<file path="src/rtl/countdown_timer_mmss.sv">
// rtl/countdown_timer_mmss.sv - loadable BCD MM:SS countdown timer with alarm hold-off
// Optional build macro: TIMER_AUTO_RELOAD_EN (periodic reload on expiry instead of alarm).
module countdown_timer_mmss #(
    parameter int unsigned ALARM_TICKS = 8
) (
    input  logic       Clk,
    input  logic       Clr,
    input  logic       Tick,
    input  logic       LD,
    input  logic [7:0] LD_MIN,
    input  logic [7:0] LD_SEC,
    input  logic       Start,
    input  logic       Stop,
    output logic [7:0] MIN,
    output logic [7:0] SEC,
    output logic       RUNNING,
    output logic       ALARM,
    output logic       DONE,
    output logic       LOAD_ERR
);

    typedef enum logic [1:0] {IDLE, RUN, PAUSE, EXPIRED} state_t;

    state_t     state_q, state_nx;
    logic [7:0] min_q, sec_q, min_nx, sec_nx;
    logic [7:0] acnt_q, acnt_nx;
    logic       done_q, done_nx, lerr_q, lerr_nx;
    logic [7:0] dec_min, dec_sec;
    logic       b_s1, b_s10, b_m1;
    logic       ld_ok, is_zero, dec_zero;
`ifdef TIMER_AUTO_RELOAD_EN
    logic [7:0] rl_min_q, rl_sec_q, rl_min_nx, rl_sec_nx;
`endif

    assign ld_ok = (LD_MIN[7:4] <= 4'd9) && (LD_MIN[3:0] <= 4'd9) &&
                   (LD_SEC[7:4] <= 4'd5) && (LD_SEC[3:0] <= 4'd9);
    assign is_zero  = (min_q == 8'h00) && (sec_q == 8'h00);
    assign dec_zero = (dec_min == 8'h00) && (dec_sec == 8'h00);

    // Per-digit BCD borrow chain; only evaluated in RUN where the value is nonzero.
    always_comb begin
        b_s1  = (sec_q[3:0] == 4'd0);
        b_s10 = b_s1 && (sec_q[7:4] == 4'd0);
        b_m1  = b_s10 && (min_q[3:0] == 4'd0);
        dec_sec[3:0] = b_s1 ? 4'd9 : 4'(sec_q[3:0] - 4'd1);
        dec_sec[7:4] = !b_s1 ? sec_q[7:4] :
                       ((sec_q[7:4] == 4'd0) ? 4'd5 : 4'(sec_q[7:4] - 4'd1));
        dec_min[3:0] = !b_s10 ? min_q[3:0] :
                       ((min_q[3:0] == 4'd0) ? 4'd9 : 4'(min_q[3:0] - 4'd1));
        dec_min[7:4] = b_m1 ? 4'(min_q[7:4] - 4'd1) : min_q[7:4];
    end

    always_comb begin
        state_nx = state_q;
        min_nx   = min_q;
        sec_nx   = sec_q;
        acnt_nx  = acnt_q;
        done_nx  = 1'b0;
        lerr_nx  = 1'b0;
`ifdef TIMER_AUTO_RELOAD_EN
        rl_min_nx = rl_min_q;
        rl_sec_nx = rl_sec_q;
`endif
        case (state_q)
            IDLE, PAUSE: begin
                if (Stop) begin
                    state_nx = state_q;
                end else if (Start) begin
                    if (state_q == PAUSE || !is_zero)
                        state_nx = RUN;
                end else if (LD) begin
                    if (ld_ok) begin
                        min_nx   = LD_MIN;
                        sec_nx   = LD_SEC;
                        state_nx = IDLE;
`ifdef TIMER_AUTO_RELOAD_EN
                        rl_min_nx = LD_MIN;
                        rl_sec_nx = LD_SEC;
`endif
                    end else begin
                        lerr_nx = 1'b1;
                    end
                end
            end
            RUN: begin
                if (Stop) begin
                    state_nx = PAUSE;
                end else if (Tick) begin
                    min_nx = dec_min;
                    sec_nx = dec_sec;
                    if (dec_zero) begin
                        done_nx  = 1'b1;
                        state_nx = EXPIRED;
                        acnt_nx  = 8'd0;
`ifdef TIMER_AUTO_RELOAD_EN
                        if ((rl_min_q != 8'h00) || (rl_sec_q != 8'h00)) begin
                            min_nx   = rl_min_q;
                            sec_nx   = rl_sec_q;
                            state_nx = RUN;
                        end
`endif
                    end
                end
            end
            EXPIRED: begin
                if (Stop || Start) begin
                    state_nx = IDLE;
                    acnt_nx  = 8'd0;
                end else if (Tick) begin
                    if (acnt_q == 8'(ALARM_TICKS - 1)) begin
                        state_nx = IDLE;
                        acnt_nx  = 8'd0;
                    end else begin
                        acnt_nx = acnt_q + 8'd1;
                    end
                end
            end
            default: state_nx = IDLE;
        endcase
    end

    always_ff @(posedge Clk or negedge Clr) begin
        if (!Clr) begin
            state_q <= IDLE;
            min_q   <= 8'h00;
            sec_q   <= 8'h00;
            acnt_q  <= 8'd0;
            done_q  <= 1'b0;
            lerr_q  <= 1'b0;
        end else begin
            state_q <= state_nx;
            min_q   <= min_nx;
            sec_q   <= sec_nx;
            acnt_q  <= acnt_nx;
            done_q  <= done_nx;
            lerr_q  <= lerr_nx;
        end
    end

`ifdef TIMER_AUTO_RELOAD_EN
    always_ff @(posedge Clk or negedge Clr) begin
        if (!Clr) begin
            rl_min_q <= 8'h00;
            rl_sec_q <= 8'h00;
        end else begin
            rl_min_q <= rl_min_nx;
            rl_sec_q <= rl_sec_nx;
        end
    end
`endif

    assign MIN      = min_q;
    assign SEC      = sec_q;
    assign RUNNING  = (state_q == RUN);
    assign ALARM    = (state_q == EXPIRED);
    assign DONE     = done_q;
    assign LOAD_ERR = lerr_q;

endmodule

</file>
<file path="config.mk">
export PLATFORM = sky130hd
export DESIGN_NAME = countdown_timer_mmss
export DESIGN_NICKNAME = d
export VERILOG_FILES = /design/src/rtl/countdown_timer_mmss.sv
export SDC_FILE = /design/constraint.sdc
export NUM_CORES = 1
export LEC_CHECK = 0
export ABC_AREA = 1
export CAP_MARGIN = 25
export CORE_ASPECT_RATIO = 1.1
export CORE_MARGIN = 2
export CORE_UTILIZATION = 54
export DETAILED_ROUTE_END_ITERATION = 8
export GPL_ROUTABILITY_DRIVEN = 1
export HOLD_SLACK_MARGIN = 0.08
export MAX_ROUTING_LAYER = met4
export PLACE_DENSITY = 0.93
export SYNTH_ARGS = -nofsm -noshare
export SYNTH_HDL_FRONTEND = slang
export SYNTH_SLANG_ARGS = --single-unit
</file>
<file path="constraint.sdc">
create_clock -name Clk -period 3.3 [get_ports Clk]
set_clock_uncertainty 0.05 [all_clocks]
set_input_delay 0.495 -clock Clk [delete_from_list [all_inputs] [get_ports Clk]]
set_output_delay 0.495 -clock Clk [all_outputs]
set_load 0.03 [all_outputs]
</file>
==> summary.txt, run 1 <==
Run status
  – Outcome: complete, no violations

Route
  – Via count: 1904
  – Post-DRT Antenna Nets: 0
  – Final wirelength: 4.75 mm
  – Initial DRT Pass Iterations: 4
  – Drt wl/cell: 13.5 um
  – Drt drc: 0
  – Via density: 5.42
  – 1st-iter DRT viols: 111

Global route
  – Largest net degree at the start of global routing: 29
  – Vias in the first global route: 1934
  – Antenna violations before repair: 0
  – Grt ovf: 0
  – First-pass GRT wire length: 8.14 mm
  – Gr usage total: 27.2%

Power
  – Power Density: 822 nW/um^2
  – LEAKAGE: 0.00112 uW
  – Peak supply drop: 0.000549 V

Synthesis
  – #FFs+latches synth: 28
  – Mapped cell area: 1890 um^2
  – Synthesized Nets: 286
  – Mapped Avg Cell Area: 7.23 um^2
  – Synth unique cells: 31
  – Cells after Synth: 261
  – Yosys warns: 0
  – Post-synthesis sequential area ratio: 37.1%

Setup path
  – Critical path's largest stage delay: 0.63 ns
  – CP max FO: 15
  – Critical path startpoint category: register
  – Critical path class: register to output pin
  – Max stage delay cell, worst path: clkdlybuf4s50_1
  – Crit path required time: 2.75 ns
  – CP cell instances: nand2_1 -> clkinv_1 -> clkdlybuf4s50_1
  – Cell family with most CP delay: buffers and inverters
  – Reg2Reg Setup Slack: 0.93 ns
  – Buffer and inverter count on the worst path: 2
  – Endpoint class of the critical path: output pin
  – Arr. time, crit path: 2.09 ns

Timing
  – Final number of max-transition violations: 0
  – Final setup viols: 0
  – Setup_tns: 0 ns
  – Relative slew slack: 56.5%
  – Worst-Margin Slew: 0.648 ns
  – RSZ-0062 raised after global routing: no
  – Minimum clock period: 2.63 ns
  – Period utilization: 79.7%
  – Final hold vios: 0
  – Fmax: 0.380 GHz

Clock tree
  – # resized after CTS: 0
  – Clk buf depth: 2
  – Later-pin clock latency in the skew report: 0.34 ns
  – Sink Count: 28
  – CTS tree: done
  – Hold_buf cts: 0
  – H-tree depth: 1
  – Root buffer cell: clkbuf_4
  – CTS buffer count: 3
  – Clock Pin Slew Worst Setup and Hold Paths: 0.16 ns
  – Postcts setup bufs: 0

Floorplan
  – Site Rows: 22
  – CORE AREA: 3330 um^2
  – Die Ht: 66.0 um
  – Initial core utilization: 56.7%
  – Die area: 3990 um^2
  – # IOs: 42
  – Chip width: 60.4 um

Layout
  – Commonest non-fill, non-tap cell in the layout: nand2_1
  – Commonest non-fill, non-tap cells in the layout: 56 x nand2_1, 41 x clkdlybuf4s50_1, 32 x nor2_1
  – Fraction of layout cells with a size suffix above 1: 8.25%
  – Synthesis-to-finish area growth: 27.2%
  – Reg area: 701 um^2
  – Final net count: 329
  – Layout Utilization: 72.1%
  – Multi-input gate area in the final layout: 1060 um^2
  – Fillers: 293
  – # diodes: 0

Place
  – Port-buffer cells: 41
  – RePlAce Congestion: 0.884
  – Hpwl dp: 3.62 mm

Hold path
  – HP Class: input pin to async pin

Job
  – Max cap viols: 0
-- path summary, 6_finish.rpt --
| kind | start | end | cells past startpoint |
|---|---|---|---|
| max in group asynchronous | Clr | SEC[1] | 2 |
| setup reg to reg | state_q[0] | MIN[1] | 7 |
| setup / recovery | state_q[0] | RUNNING | 3 |
| hold / removal | Clr | MIN[0] | 2 |
| hold reg to reg | acnt_q[1] | acnt_q[1] | 2 |
| min in group Clk | acnt_q[1] | acnt_q[1] | 2 |
-- area by class of cell --
cell class              instances  share of cell area [%]
multi-input cells             201                    44.2
flip-flops and latches         28                    29.2
repair buffers                 43                    17.7
inverters                      27                    4.22
well taps                      48                    2.50
clock inverters                 1                    1.25
clock buffers                   3                   0.938
-- per-layer routing --
| layer | GRT usage, % | vias up | share of wire (%) |
|---|---|---|---|
| met2 | 45.4 | 59 | 52 |
| li1 | - | 948 | - |
| met3 | 3.72 | 8 | 6.1 |
| met1 | 32.6 | 889 | 41 |
| met4 | 11.1 | 0 | 1.4 |
| met5 | - | - | 0 |
-- cell usage after synthesis, drive strengths merged --
cell type / count / area share, %
nor2: 38 / 10
nand3: 25 / 6.9
a211oi: 2 / 0.79
nand2: 65 / 15
xor2: 5 / 2.3
inv: 26 / 5.2
and3: 1 / 0.40
nand4: 3 / 0.99
xnor2: 2 / 0.93
dfrtp: 28 / 37
clkbuf: 2 / 0.40
a22oi: 1 / 0.40
o22ai: 3 / 0.99
clkinv: 1 / 0.20
o211ai: 6 / 2.4
buf: 3 / 0.93
ha: 3 / 2.0
a21oi: 8 / 2.1
nor3: 12 / 3.4
nand3b: 1 / 0.40
o21ai: 26 / 6.9
-- state kept, by name (all words and copies together), names as in the netlist --
signal	count
MIN	8
state_q	2
DONE	1
LOAD_ERR	1
SEC	8
acnt_q	8
-- stage by stage --
| step | setup slack, ns | hold slack [ns] | cell area, um^2 | power [uW] | cells |
|---|---|---|---|---|---|
| floorplan | 1.42 | 0.149 | 1890 | 1350 | 261 |
| finish | 0.670 | 0.475 | 2400 | 1970 | 351 |
| CTS | 0.690 | 0.490 | 2400 | 1970 | 351 |
| global placement | 0.899 | 0.441 | 2350 | 1710 | 347 |
| global route | 0.574 | 0.475 | 2400 | 2120 | 351 |
| detailed placement | 0.796 | 0.465 | 2350 | 1740 | 347 |
-- logic make-up (layout without fill, tap and decap cells) --
group / count (synthesis) / in the layout / synth area share [%]
simple gates: 145 / 145 / 37.4
compound gates: 46 / 46 / 13.6
fa+ha+maj: 3 / 3 / 1.99
flops: 28 / 28 / 37.1
buf+inv: 32 / 74 / 6.69
xor+xnor: 7 / 7 / 3.25
-- power by group --
part,switching (uW),internal (uW),total [uW],leakage (uW)
clock,110,123,233,0.0000279
sequential,148,445,594,0.000360
combinational,722,424,1150,0.000736
total,981,992,1970,0.00112
(Power assumes the default switching activity.)
==> run 2: changes to the inputs <==
--- a/config.mk
+++ b/config.mk
@@ -9,12 +9,12 @@
 export CAP_MARGIN = 25
 export CORE_ASPECT_RATIO = 1.1
 export CORE_MARGIN = 2
-export CORE_UTILIZATION = 54
+export CORE_UTILIZATION = 46
 export DETAILED_ROUTE_END_ITERATION = 8
 export GPL_ROUTABILITY_DRIVEN = 1
 export HOLD_SLACK_MARGIN = 0.08
 export MAX_ROUTING_LAYER = met4
-export PLACE_DENSITY = 0.93
+export PLACE_DENSITY = 0.85
 export SYNTH_ARGS = -nofsm -noshare
 export SYNTH_HDL_FRONTEND = slang
 export SYNTH_SLANG_ARGS = --single-unit
==> constraint.sdc (replaced) <==
create_clock -name Clk -period 2.1 [get_ports Clk]
set_clock_uncertainty 0.05 [all_clocks]
set_input_delay 0.315 -clock Clk [delete_from_list [all_inputs] [get_ports Clk]]
set_output_delay 0.315 -clock Clk [all_outputs]
set_load 0.03 [all_outputs]
==> summary.txt, run 2 (synthesis results as in run 1) <==
Run status
  – Outcome: complete, no violations

Route
  – Via count: 1924
  – Final wirelength: 4.73 mm
  – 1st-iter DRT viols: 123
  – Drt drc: 0
  – Post-DRT Antenna Nets: 0
  – Via density: 5.33
  – Initial DRT Pass Iterations: 4
  – Drt wl/cell: 13.1 um

Layout
  – Fin area: 2470 um^2
  – Layout Utilization: 62.2%
  – Synthesis-to-finish area growth: 30.7%
  – Commonest non-fill, non-tap cell in the layout: nand2_1
  – # diodes: 0
  – Commonest non-fill, non-tap cells in the layout: 56 x nand2_1, 39 x clkdlybuf4s50_1, 32 x nor2_1
  – Fraction of layout cells with a size suffix above 1: 10.4%
  – Fin cells: 361
  – Final net count: 335

Clock tree
  – Clk buf depth: 2
  – Clock Pin Slew Worst Setup and Hold Paths: 0.10 ns
  – Root buffer cell: clkbuf_8
  – CTS tree: done
  – Postcts setup bufs: 0
  – CTS buffer count: 3
  – H-tree depth: 1
  – Later-pin clock latency in the skew report: 0.28 ns
  – Sink Count: 28

Setup path
  – CP max FO: 9
  – Reg2Reg Setup Slack: 0.17 ns
  – Crit path required time: 2.22 ns
  – Reg2Reg Depth: 12
  – Critical path class: register to register
  – Arr. time, crit path: 2.06 ns
  – R2r endpoint: acnt_q[6]
  – Endpoint class of the critical path: register
  – R2r startpoint: SEC[1]
  – Critical path startpoint category: register

Global route
  – First-pass GRT wire length: 8.14 mm
  – Gr usage total: 23.2%
  – Largest net degree at the start of global routing: 29
  – Grt ovf: 0
  – Antenna violations before repair: 0
  – Vias in the first global route: 1819

Timing
  – Final hold vios: 0
  – Fmax: 0.518 GHz
  – Worst-Margin Slew: 0.614 ns
  – Final number of max-transition violations: 0
  – RSZ-0062 raised after global routing: no
  – Final WS setup: 0.168 ns
  – Relative slew slack: 58.9%
  – Final setup viols: 0
  – Minimum clock period: 1.93 ns
  – Period utilization: 92.0%

Power
  – LEAKAGE: 0.00119 uW
  – Power Density: 1280 nW/um^2
  – Final total power: 3150 uW
  – Peak supply drop: 0.000834 V

Place
  – Placed cell count: 357
  – Hpwl dp: 3.61 mm
  – Post-DP Area: 2400 um^2
  – RePlAce Congestion: 0.913
  – Port-buffer cells: 41
  – Pre-CTS WS: -0.00690 ns

Floorplan
  – Site Rows: 24
  – Chip width: 65.1 um
  – Die area: 4630 um^2
  – Die Ht: 71.2 um
  – CORE AREA: 3960 um^2
  – Initial core utilization: 47.6%
  – # IOs: 42

Job
  – Max cap viols: 0

Hold path
  – HP Class: input pin to async pin
[run 2: cell count changes in the layout (fill, tap and decap cells not counted)]
| cell | before | now |
|---|---|---|
| dlymetal6s2s_1 | 0 | 2 |
| clkinv_2 | 0 | 1 |
| clkdlybuf4s50_1 | 41 | 39 |
| clkbuf_4 | 3 | 0 |
| xor2_1 | 5 | 4 |
| buf_4 | 2 | 8 |
| inv_2 | 1 | 0 |
| clkbuf_8 | 0 | 4 |
| xor2_2 | 0 | 1 |
| bufinv_16 | 1 | 0 |
[run 2: repair_timing]
action | 4_1_cts | 5_1_grt
hold buffers | 0 | 0
endpoints found under the setup margin | 0 | 12
gates resized for setup | 0 | 4
[run 2: how the worst max path moves through the flow]
stage                     slack, ns  depth (start not counted)        end  startpoint
after floorplan                0.22                         10  acnt_q[3]      SEC[0]
final                          0.17                         12  acnt_q[6]      SEC[1]
after global placement         0.04                          8  acnt_q[6]        Stop
after global routing          0.003                         10  acnt_q[6]      SEC[1]
after detailed placement     -0.007                          8     MIN[6]        Stop
after CTS                      0.05                          3    RUNNING  state_q[0]
[run 2: critical path, stage by stage (launching register included)]
cell     delay, ns
dfrtp_1       0.46
nor2_4        0.18
nand2_4       0.11
nor2_8        0.16
nand2_4       0.10
nand2_2       0.08
nand2_2       0.06
nor2_2        0.09
nand3_2       0.14
nand2_4       0.15
nand2_4       0.10
nand2_1       0.10
nand2_1       0.05
[run 2: area by class of cell]
class / instances / area [um^2]
Tap cell: 52 / 65.1
Clock buffer: 4 / 55.1
Fill cell: 376 / 1500
Inverter: 27 / 103
Sequential cell: 28 / 701
Multi-Input combinational cell: 201 / 1070
Timing Repair Buffer: 49 / 475
[run 2: power breakdown]
group          leakage [uW]  switching [uW]  internal, uW  total, uW
combinational      0.000797            1170           723       1890
clock             0.0000288             172           168        340
sequential         0.000360             212           701        913
[run 2: per-stage QoR]
| step | setup TNS (ns) | hold slack (ns) |
|---|---|---|
| detailed placement | -0.00690 | 0.441 |
| global placement | 0 | 0.439 |
| floorplan | 0 | -0.0306 |
| global route | 0 | 0.395 |
| CTS | 0 | 0.377 |
| finish | 0 | 0.362 |
[run 2: metal layers]
metal | global-route usage [%] | share of wire [%]
met1 | 28.4 | 41
met2 | 38.3 | 51
met3 | 2.23 | 5.3
met4 | 11.1 | 2.5
met5 | - | 0
